==> config.mk <==
export PLATFORM = sky130hd
export DESIGN_NAME = store_buffer
export DESIGN_NICKNAME = d
export VERILOG_FILES = /design/src/rtl/store_buffer.sv
export SDC_FILE = /design/constraint.sdc
export NUM_CORES = 1
export LEC_CHECK = 0
export ABC_AREA = 1
export CAP_MARGIN = 20
export CORE_MARGIN = 4
export CORE_UTILIZATION = 53
export CTS_CLUSTER_DIAMETER = 60
export CTS_CLUSTER_SIZE = 30
export DETAILED_ROUTE_END_ITERATION = 7
export GPL_ROUTABILITY_DRIVEN = 0
export PLACE_DENSITY = 0.85
export SETUP_SLACK_MARGIN = 0.2
export SLEW_MARGIN = 20
export SYNTH_ARGS = -nofsm -noshare
export SYNTH_HDL_FRONTEND = slang
export SYNTH_SLANG_ARGS = --single-unit
export TNS_END_PERCENT = 50
==> constraint.sdc <==
create_clock -name clk -period 5.62 [get_ports clk]
set_input_delay 1.124 -clock clk [delete_from_list [all_inputs] [get_ports clk]]
set_output_delay 1.124 -clock clk [all_outputs]
set_load 0.05 [all_outputs]
==> src/rtl/store_buffer.sv <==
// In-order store buffer between the MEM-stage store path and the data-memory write port.
// Optional byte forwarding to MEM-stage loads is enabled by defining STORE_FWD_EN.
module store_buffer #(
    parameter int DATA_WIDTH = 32,
    parameter int ADDR_WIDTH = 32,
    parameter int DEPTH      = 4
) (
    input  logic                    clk,
    input  logic                    rst_n,
    input  logic                    st_valid_in,
    input  logic [ADDR_WIDTH-1:0]   st_addr_in,
    input  logic [DATA_WIDTH-1:0]   st_data_in,
    input  logic [DATA_WIDTH/8-1:0] st_wea_in,
    output logic                    st_ready_out,
    output logic                    mem_req_valid_out,
    output logic [ADDR_WIDTH-1:0]   mem_req_addr_out,
    output logic [DATA_WIDTH-1:0]   mem_req_data_out,
    output logic [DATA_WIDTH/8-1:0] mem_req_wea_out,
    input  logic                    mem_req_ready_in,
    input  logic                    ld_valid_in,
    input  logic [ADDR_WIDTH-1:0]   ld_addr_in,
    input  logic [DATA_WIDTH/8-1:0] ld_mask_in,
    output logic                    ld_hazard_out,
    output logic [DATA_WIDTH-1:0]   ld_fwd_data_out,
    output logic [DATA_WIDTH/8-1:0] ld_fwd_mask_out,
    output logic                    empty_out
);

    localparam int NB  = DATA_WIDTH / 8;
    localparam int PW  = $clog2(DEPTH);
    localparam int CW  = PW + 1;
    localparam int WAW = ADDR_WIDTH - 2;

    logic [PW-1:0] head_q, head_d;
    logic [PW-1:0] tail_q, tail_d;
    logic [CW-1:0] count_q, count_d;

    logic [WAW-1:0]        addr_q [DEPTH];
    logic [DATA_WIDTH-1:0] data_q [DEPTH];
    logic [NB-1:0]         wea_q  [DEPTH];

    logic enq, deq;
    logic [DEPTH-1:0] entry_valid;
    logic [DEPTH-1:0] entry_match;
    logic any_match;

    // Byte-offset bits are irrelevant at word granularity.
    logic unused_addr_lsbs;
    assign unused_addr_lsbs = ^{st_addr_in[1:0], ld_addr_in[1:0]};

    assign st_ready_out      = (count_q != CW'(DEPTH));
    assign mem_req_valid_out = (count_q != '0);
    assign empty_out         = (count_q == '0);

    // A store with no enabled bytes is acknowledged but leaves no entry.
    assign enq = st_valid_in && st_ready_out && (st_wea_in != '0);
    assign deq = mem_req_valid_out && mem_req_ready_in;

    always_comb begin
        head_d  = head_q;
        tail_d  = tail_q;
        count_d = count_q;
        if (enq) tail_d = tail_q + 1'b1;
        if (deq) head_d = head_q + 1'b1;
        case ({enq, deq})
            2'b10:   count_d = count_q + 1'b1;
            2'b01:   count_d = count_q - 1'b1;
            default: count_d = count_q;
        endcase
    end

    always_ff @(posedge clk or negedge rst_n) begin
        if (!rst_n) begin
            head_q  <= '0;
            tail_q  <= '0;
            count_q <= '0;
        end else begin
            head_q  <= head_d;
            tail_q  <= tail_d;
            count_q <= count_d;
        end
    end

    always_ff @(posedge clk) begin
        if (enq) begin
            addr_q[tail_q] <= st_addr_in[ADDR_WIDTH-1:2];
            data_q[tail_q] <= st_data_in;
            wea_q[tail_q]  <= st_wea_in;
        end
    end

    assign mem_req_addr_out = {addr_q[head_q], 2'b00};
    assign mem_req_data_out = data_q[head_q];
    assign mem_req_wea_out  = wea_q[head_q];

    // An entry is live when its distance from head is below the occupancy.
    generate
        for (genvar gi = 0; gi < DEPTH; gi++) begin : g_entry
            logic [PW-1:0] age;
            assign age             = PW'(gi) - head_q;
            assign entry_valid[gi] = ({1'b0, age} < count_q);
            assign entry_match[gi] = entry_valid[gi]
                                  && (addr_q[gi] == ld_addr_in[ADDR_WIDTH-1:2])
                                  && ((wea_q[gi] & ld_mask_in) != '0);
        end
    endgenerate

    assign any_match = |entry_match;

`ifdef STORE_FWD_EN
    logic [DATA_WIDTH-1:0] fwd_data;
    logic [NB-1:0]         fwd_mask;
    logic [PW-1:0]         scan_idx;

    // Walk oldest to youngest so a younger entry overwrites an older one per lane.
    always_comb begin
        fwd_data = '0;
        fwd_mask = '0;
        scan_idx = head_q;
        for (int k = 0; k < DEPTH; k++) begin
            scan_idx = head_q + PW'(k);
            if (entry_match[scan_idx]) begin
                for (int b = 0; b < NB; b++) begin
                    if (wea_q[scan_idx][b] && ld_mask_in[b]) begin
                        fwd_data[b*8 +: 8] = data_q[scan_idx][b*8 +: 8];
                        fwd_mask[b]        = 1'b1;
                    end
                end
            end
        end
    end

    assign ld_fwd_data_out = ld_valid_in ? fwd_data : '0;
    assign ld_fwd_mask_out = ld_valid_in ? fwd_mask : '0;
    assign ld_hazard_out   = ld_valid_in && any_match && (fwd_mask != ld_mask_in);
`else
    assign ld_fwd_data_out = '0;
    assign ld_fwd_mask_out = '0;
    assign ld_hazard_out   = ld_valid_in && any_match;
`endif

endmodule
==> results.yml, run 1 <==
clock_tree:
  post_cts_resize_count: 0
  root_buffer: "clkbuf_16"
  clk_latency_ns: 0.50
  clock-sinks: 271
  cts_made_buffers: 17
  h-tree-depth: 1
  cts_hold_buf: 0
  post_cts_buffers: 0
  clockBufferDepth: 3
  path_clk_slew_ns: 0.11
  cts_tree: "built"
global_routing:
  grt_pass1_vias: 8677
  grt_use_total_pct: 23.9
  grt_pass1_wl_um: 48300
  grt_overflow: 0
  antenna_found_initial: 5
  grt_max_degree: 56
cells_and_area:
  final_area_um2: 14800
  final_common_cell: "edfxtp_1"
  drive_gt1_share_pct: 5.99
  final_nets: 1328
  layout_common_cells: "edfxtp_1 (264), nand2_1 (237), clkdlybuf4s50_1 (173)"
  area_delta_synth_final_pct: 20.6
  finish.utilization_pct: 65.0
drt:
  wl_per_cell_um: 20.8
  routed_wl_um: 31300
  dr.pass1.iters: 5
  vias: 8619
  drtAntennaViolNets: 0
  vias_per_cell: 5.73
  drtIter0Drc: 940
  drc: 0
sta:
  drv_slew: 0
  finalHoldViolCount: 0
  skew_ns: 0.0175
  setup_viol: 0
  fmax_ghz: 0.207
  tightestPinTransition_ns: 1.01
  period_share_pct: 86.0
  tns_ns: 0
  relSlewSlack_pct: 32.3
  finalCriticalPeriod_ns: 4.83
  rsz0062_at_grt: "no"
  setup_ws_ns: 0.786
run_status:
  outcome: "completed"
die:
  die-area_um2: 25600
  start_util_pct: 53.9
  die_y_um: 160
  chipWidth_um: 160
  row_count: 55
  pin_count: 217
  core_area_um2: 22700
run:
  maxCapViolCount: 0
place:
  dpl_cell_area_um2: 14200
  hpwlAfterDp_um: 21100
  numPortBuffers: 174
  dp_slack_ns: 1.39
synth:
  synthArstFlopShare_pct: 2.58
  ys_seq_area_share_pct: 66.2
  avgSynthCellArea_um2: 11.7
  synth_edf_count: 264
  syn_area_um2: 12200
  synthCells: 1049
  synth-seq-cells: 271
  yosysWarnings: 0
  synth_cell_types: 31
  synth_ff_type: "edfxtp_1"
critical_path:
  end_kind: "output pin"
  crit_fanout: 53
  worstSetupPathType: "flip-flop to output pin"
  cp-start-kind: "flip-flop"
  arrival_ns: 3.71
  crit_required_ns: 4.50
power_and_ir_drop:
  p_per_area_nw_per_um2: 559
  p_leak_nw: 5.33
  ir_worst_vdd_uv: 415
worst_hold_path:
  hold_path_class: "flip-flop to flip-flop"
-- cell families after synthesis --
logic type | share of synthesized area, %
AO/OA/AOI/OAI | 6.07
XOR/XNOR | 5.65
adder cells (fa/ha/maj) | 1.08
buffers and inverters | 6.68
flip-flops | 66.2
other | 0.0306
AND/OR/NAND/NOR | 14.3
-- state kept, by name, summed over array words and instances, names as in the netlist --
| signal | flops |
|---|---|
| data_q | 128 |
| addr_q | 120 |
| wea_q | 16 |
| count_q | 3 |
| head_q | 2 |
| tail_q | 2 |
-- path summary, 6_finish.rpt --
check,start,to,slack (ns),cells past startpoint
max in group asynchronous,rst_n,head_q[1]$_DFFE_PN0P_,4.45,1
worst max-delay path,head_q[0]$_DFFE_PN0P_,mem_req_addr_out[22],0.79,6
worst min-delay path,count_q[1]$_DFFE_PN0P_,count_q[1]$_DFFE_PN0P_,0.51,2
min in group asynchronous,rst_n,tail_q[0]$_DFFE_PN0P_,0.88,1
worst max register to register,count_q[1]$_DFFE_PN0P_,data_q[1][4]$_DFFE_PP_,3.07,5
worst min register to register,count_q[1]$_DFFE_PN0P_,count_q[1]$_DFFE_PN0P_,0.51,2
-- cells in the mapped netlist (2+ instances only) --
| cell | number | area share, % |
|---|---|---|
| dfrtp_1 | 7 | 1.4 |
| xnor2_1 | 77 | 5.5 |
| nor2_1 | 56 | 1.7 |
| inv_2 | 16 | 0.49 |
| xor2_1 | 2 | 0.14 |
| o22ai_1 | 11 | 0.56 |
| nand2_1 | 237 | 7.3 |
| nand4_1 | 11 | 0.56 |
| ha_1 | 9 | 0.92 |
| clkinv_1 | 3 | 0.092 |
| o21ai_1 | 6 | 0.25 |
| a22oi_1 | 62 | 3.8 |
| o211ai_1 | 11 | 0.67 |
| edfxtp_1 | 264 | 65 |
| o21ai_0 | 4 | 0.16 |
| clkbuf_1 | 16 | 0.49 |
| o221ai_1 | 3 | 0.21 |
| buf_2 | 23 | 0.94 |
| nor2_2 | 3 | 0.15 |
| nand3_1 | 104 | 4.3 |
| inv_1 | 65 | 2.0 |
| buf_4 | 43 | 2.6 |
| a21oi_1 | 8 | 0.33 |
-- per-layer routing --
metal | track usage [%] | vias up | share of wire (%)
met5 | 0 | - | 0.17
met4 | 7.31 | 8 | 3.0
met3 | 6.12 | 78 | 11
met2 | 39.6 | 526 | 48
met1 | 31.3 | 4105 | 38
li1 | - | 3902 | -
-- report_power, final --
group,internal [W],leakage (nW),total [W],switching (W)
registers,0.00264,2.49,0.00287,0.000223
logic,0.00119,2.54,0.00402,0.00283
clock network,0.000623,0.291,0.00137,0.000749
total,0.00446,5.33,0.00826,0.00380
-- layout make-up --
| cell class | count | area, um2 |
|---|---|---|
| Multi-Input combinational cell | 648 | 3510 |
| Tap cell | 285 | 357 |
| Fill cell | 1640 | 7950 |
| Sequential cell | 271 | 8110 |
| Timing Repair Buffer | 187 | 1870 |
| Clock buffer | 17 | 425 |
| Clock inverter | 12 | 176 |
| Antenna cell | 1 | 2.50 |
| Inverter | 84 | 315 |
-- worst max-delay path, stage by stage, from the launching register on --
cell and delay, ns:
dfrtp_2 0.77, inv_1 0.18, nor2_4 0.33, buf_4 0.64
a22oi_1 0.17, o211ai_1 0.18, clkdlybuf4s50_1 0.87
-- stage by stage --
stage / total power (W) / hold WS, ns / cells
after floorplan: 0.00551 / 0.473 / 1086
after global routing: 0.00864 / 0.563 / 1505
after CTS: 0.00830 / 0.517 / 1504
after detailed placement: 0.00691 / 0.493 / 1475
final: 0.00826 / 0.515 / 1505
after global placement: 0.00684 / 0.486 / 1475
(Power assumes the default switching activity.)
==> run 2: changes to the inputs <==
- SKIP_CTS_REPAIR_TIMING: default -> 1
==> results of run 2 <==
Final layout, timing and power as in run 1 (identical DEF).
==> run 3: changes to the inputs <==
- SLEW_MARGIN: 20 -> default
==> results of run 3 <==
Final layout, timing and power as in run 1 (identical DEF).
==> variant 1, RTL diff (config.mk and constraints of run 3) <==
Set the parameter `ADDR_WIDTH` to 48 (it was 32).
--- a/src/rtl/store_buffer.sv
+++ b/src/rtl/store_buffer.sv
@@ -3,5 +3,5 @@
 module store_buffer #(
     parameter int DATA_WIDTH = 32,
-    parameter int ADDR_WIDTH = 32,
+    parameter int ADDR_WIDTH = 48,
     parameter int DEPTH      = 4
 ) (
Interface: changed (resized ld_addr_in, mem_req_addr_out and st_addr_in); port bits go from 217 to 265. No check against the original RTL was run, so the function may have changed too.
==> variant 1 against run 3 <==
  * Final area up 30%
  * Critical endpoint is now mem_req_addr_out[43]
  * Sequential cell count up 64
  * Setup slack better by 0.016 ns
  * Die area increased by 27%
  * Wire length rose by 27%
  * Synthesized area up 29%
  * Total power up 26%
  * Sequential power up 24%
==> variant 1: results (changes against run 3) <==
[run_status]
status=finished, final reports clean

[synth]
synth_compound_area_frac=0.0573  ; -0.00342
ys_top_cells_by_count=456 x nand2_1, 328 x edfxtp_1, 126 x nand3_1, 120 x inv_1, 110 x nor2_1
synthCells=1506  ; +44%
synthArstFlopShare=0.0209  ; -0.00493
synthXorXnorAreaFrac=0.0482  ; -0.00826
synth_edf_count=328  ; +24%
synth_area_leaders=edfxtp_1 62%, nand2_1 11%, nand3_1 4.0%
ys_seq_area_frac=0.635  ; -0.0270
synth_fa_ha_area_frac=0.00840  ; -0.00243

[placed_design]
hpwl_mm=26.4  ; +25%
place_ws_ns=1.41  ; +0.0146 ns
placed_cell_area_um2=18300  ; +29%
io_buffers=222  ; +28%
dp.cells=2073  ; +41%

[layout]
drive_gt1_frac=0.0607  ; +0.000844
num_antenna_cells=0  ; -1
final_nets=1865  ; +40%
reg_top3=addr_q: 184 flops, data_q: 128 flops, wea_q: 16 flops

[critical_path]
rr_endpoint=addr_q[1][3]$_DFFE_PP_
max_stage_delay_ns=0.91  ; +0.04 ns
worstReg2RegStart=count_q[0]$_DFFE_PN0P_
critPathSlowestCell=dfrtp_2
r2r_slack_ns=3.18  ; +0.11 ns
cp_max_fo=29  ; -45%
path_delay_family=flip-flops
crit_end=mem_req_addr_out[43]
crit_arrival_ns=3.69  ; -0.02 ns

[drt]
drt_wl_total_mm=39.9  ; +27%
via_per_inst=5.46  ; -4.6%
drtPass1Iterations=6  ; +1
wl_per_cell_um=18.9  ; -9.3%
first_iter_violations=1042  ; +11%

[timing]
relSlewSlack=0.352  ; +0.0297
skew_ns=0.0148  ; -0.00270 ns
period_share=0.857  ; -0.00284
whs_ns=0.519  ; +0.00429 ns

[clock_tree]
numCtsBuffers=23  ; +6
path_clk_slew_ns=0.08  ; -0.03 ns
clock_latency_ns=0.53  ; +0.03 ns

[power_and_ir_drop]
switching_power_mw=4.71  ; +24%
cellLeakagePower_nw=7.49  ; +41%
ir_drop_mv=0.686  ; +66%

[global_routing]
grt_antenna_before_repair=1  ; -4
grt_max_degree=83  ; +48%
grt_usage=0.234  ; -0.00531
grt_pass1_vias=11600  ; +33%
grt_pass1_wl_mm=61.0  ; +26%

[worst_hold_path]
hp-class=flop to flop

variant 1: cell count changes after synthesis, moves of 14 or more:
cell / run 3 / this run
xor2_1: 2 / 39
nand3_1: 104 / 126
nand2_1: 237 / 456
xnor2_1: 77 / 48
a22oi_1: 62 / 81
o221ai_1: 3 / 17
inv_2: 16 / 32
inv_1: 65 / 120
edfxtp_1: 264 / 328
nor2_1: 56 / 110
variant 1: power by group through the flow:
stage	clock, mW	sequential (mW)	combinational, mW
4_1_cts	1.93	3.54	4.97
2_1_floorplan	0	3.52	3.30
3_5_place_dp	0	3.60	4.94
3_3_place_gp	0	3.57	4.88
6_report	1.90	3.55	4.95
5_1_grt	2.03	3.59	5.22
variant 1: routing by layer:
| metal | GRT usage | part of all wire | up-vias |
|---|---|---|---|
| li1 | - | - | 5413 |
| met1 | 0.295 | 0.38 | 5501 |
| met2 | 0.405 | 0.49 | 547 |
| met3 | 0.0567 | 0.099 | 80 |
| met4 | 0.0653 | 0.026 | 2 |
| met5 | 0 | 0.00035 | - |
variant 1: area by class of cell:
class | instances | area, um^2
Clock buffer | 24 | 579
Clock inverter | 16 | 280
Fill cell | 2076 | 9850
Inverter | 153 | 574
Multi-Input combinational cell | 964 | 4840
Sequential cell | 335 | 10000
Tap cell | 384 | 480
Timing Repair Buffer | 237 | 2380
variant 1: tightest hold or removal path, delay by kind of cell, from the launching register on:
family / cells / cell delay, ns
AO/OA/AOI/OAI: 1 / 0.06
AND/OR/NAND/NOR: 1 / 0.05
flip-flops: 1 / 0.37
variant 1: cell families (layout without fill, tap and decap cells):
kind of cell             count (synthesis)  after routing
AO/OA/AOI/OAI                          123            123
other                                    1             38
adder cells (fa/ha/maj)                 10             10
buffers and inverters                  244            430
flip-flops                             335            335
AND/OR/NAND/NOR                        706            706
XOR/XNOR                                87             87
==> variant 2, RTL diff (settings of run 3) <==
Without the edit above. Make the reset (`rst_n`) synchronous in one clocked block.
--- a/src/rtl/store_buffer.sv
+++ b/src/rtl/store_buffer.sv
@@ -70,5 +70,5 @@
     end
 
-    always_ff @(posedge clk or negedge rst_n) begin
+    always_ff @(posedge clk) begin
         if (!rst_n) begin
             head_q  <= '0;
Formal check against the unedited RTL: differs if rst_n is asserted again (counterexample within 4 cycles, from zero or initial values and one cycle with rst_n low); with rst_n held inactive, the same outputs for 4 cycles.
==> variant 2 against run 3 <==
  * Sequential cell count is 2 higher
  * Highest routed layer unchanged
  * Critical path type is now input pin to primary output
  * Via count decreased by 0.95%
  * Largest cell class unchanged
  * Combinational power is 26% lower
  * Core utilization about the same
  * Final area rose by 0.91%
  * Synthesized area rose by 2.1%
  * Sequential power shrank 11%
  * Hold slack gained 0.019 ns
  * Maximum frequency increased by 2.9%
  * Critical path depth increased by 5
  * Setup slack improved by 0.14 ns
  * Wire length shrank 3.6%
  * Total power shrank 16%
==> variant 2: results (changes against run 3) <==
[drt]
vias=8537  ; -0.95%
first_iter_violations=857  ; -8.8%
m1WireLength_mm=12.0  ; +1.1%
drt_wl_total_mm=30.2  ; -3.6%
dr_wl_met2_mm=14.4  ; -4.4%
via_per_inst=5.46  ; -4.7%

[clock_tree]
numCtsBuffers=18  ; +1
path_clk_slew_ns=0.09  ; -0.02 ns
clock_latency_ns=0.52  ; +0.02 ns

[layout]
drive_gt1_frac=0.0464  ; -0.0134
final_nets=1356  ; +2.1%
nFillCells=1679  ; +2.4%

[global_routing]
grt_max_degree=103  ; +84%
grt_pass1_vias=8179  ; -5.7%
grt_usage=0.224  ; -0.0148
grt_pass1_wl_mm=45.2  ; -6.3%
grt_antenna_before_repair=8  ; +3

[synth]
ys_top_cells_by_count=264 x edfxtp_1, 179 x nor2_1, 140 x o21ai_0, 125 x nand2_1, 95 x xnor2_1
synthCells=1097  ; +4.6%
synthArstFlopShare=0  ; -0.0258

[critical_path]
rr_endpoint=data_q[0][17]$_DFFE_PP_
crit_arrival_ns=3.57  ; -0.14 ns
r2r_slack_ns=3.24  ; +0.17 ns
worstReg2RegStart=count_q[1]$_SDFFE_PN0P_

[timing]
relSlewSlack=0.258  ; -0.0643
skew_ns=0.0410  ; +0.0235 ns

[worst_hold_path]
min_to=tail_q[1]$_SDFFE_PN0P_

[placed_design]
place_ws_ns=0.933  ; -0.460 ns

[run_status]
status=finished, final reports clean

[power_and_ir_drop]
cellLeakagePower_nw=5.13  ; -3.8%

variant 2: cell count changes in the layout (fill, tap and decap cells not counted), moves of 18 or more:
cell / change
o22ai_1: +55
nand2_1: -112
xnor2_1: +18
nor2_1: +125
a22oi_1: -62
nand3_1: -99
o21ai_0: +136
variant 2: cell type report:
class | count | area [um^2] | area share
diodes | 2 | 5.00 | 0.000336
clock buffers | 20 | 479 | 0.0322
clock inverters | 12 | 144 | 0.00966
inverters | 57 | 216 | 0.0145
multi-input cells | 703 | 3680 | 0.247
flip-flops and latches | 273 | 8110 | 0.545
well taps | 313 | 392 | 0.0263
repair buffers | 184 | 1870 | 0.125
variant 2: per-stage QoR:
step,hold slack (ns),power [mW]
floorplan,0.477,4.59
global placement,0.504,5.53
detailed placement,0.518,5.57
CTS,0.531,6.97
global route,0.560,7.24
finish,0.534,6.93
variant 2: metal layers:
metal / vias up / track usage
met2: 399 / 0.375
met4: 12 / 0.0597
met1: 4063 / 0.294
met5: - / 0
li1: 4003 / -
met3: 60 / 0.0579
variant 2: power by group:
part | total (mW) | internal [mW] | switching [mW]
registers | 2.55 | 2.43 | 0.114
logic | 2.99 | 0.894 | 2.10
clock network | 1.39 | 0.698 | 0.696
total | 6.93 | 4.02 | 2.91
variant 2: worst max-delay path: cells and delay by family:
kind,cells,cell delay [ns]
and+or+nand+nor,8,0.69
xor gates and xnor gates,1,0.40
buffers and inverters,2,1.34
variant 2: kinds of logic after synthesis:
logic type      Yosys count  share of synthesized area
flops                   273                      0.649
fa+ha+maj                10                     0.0106
other cells               1                   0.000300
simple gates            323                      0.102
xor+xnor                 96                     0.0673
compound gates          236                      0.101
buf+inv                 158                     0.0703
variant 2: worst max-delay path by stage:
stage,depth (start not counted),endpoint,startpoint
2_1_floorplan,3,addr_q[0][0]$_DFFE_PP_,st_wea_in[3]
5_1_grt,11,ld_hazard_out,ld_addr_in[11]
6_report,11,ld_hazard_out,ld_addr_in[11]
3_3_place_gp,11,ld_hazard_out,ld_addr_in[4]
3_5_place_dp,11,ld_hazard_out,ld_addr_in[11]
4_1_cts,11,ld_hazard_out,ld_addr_in[11]
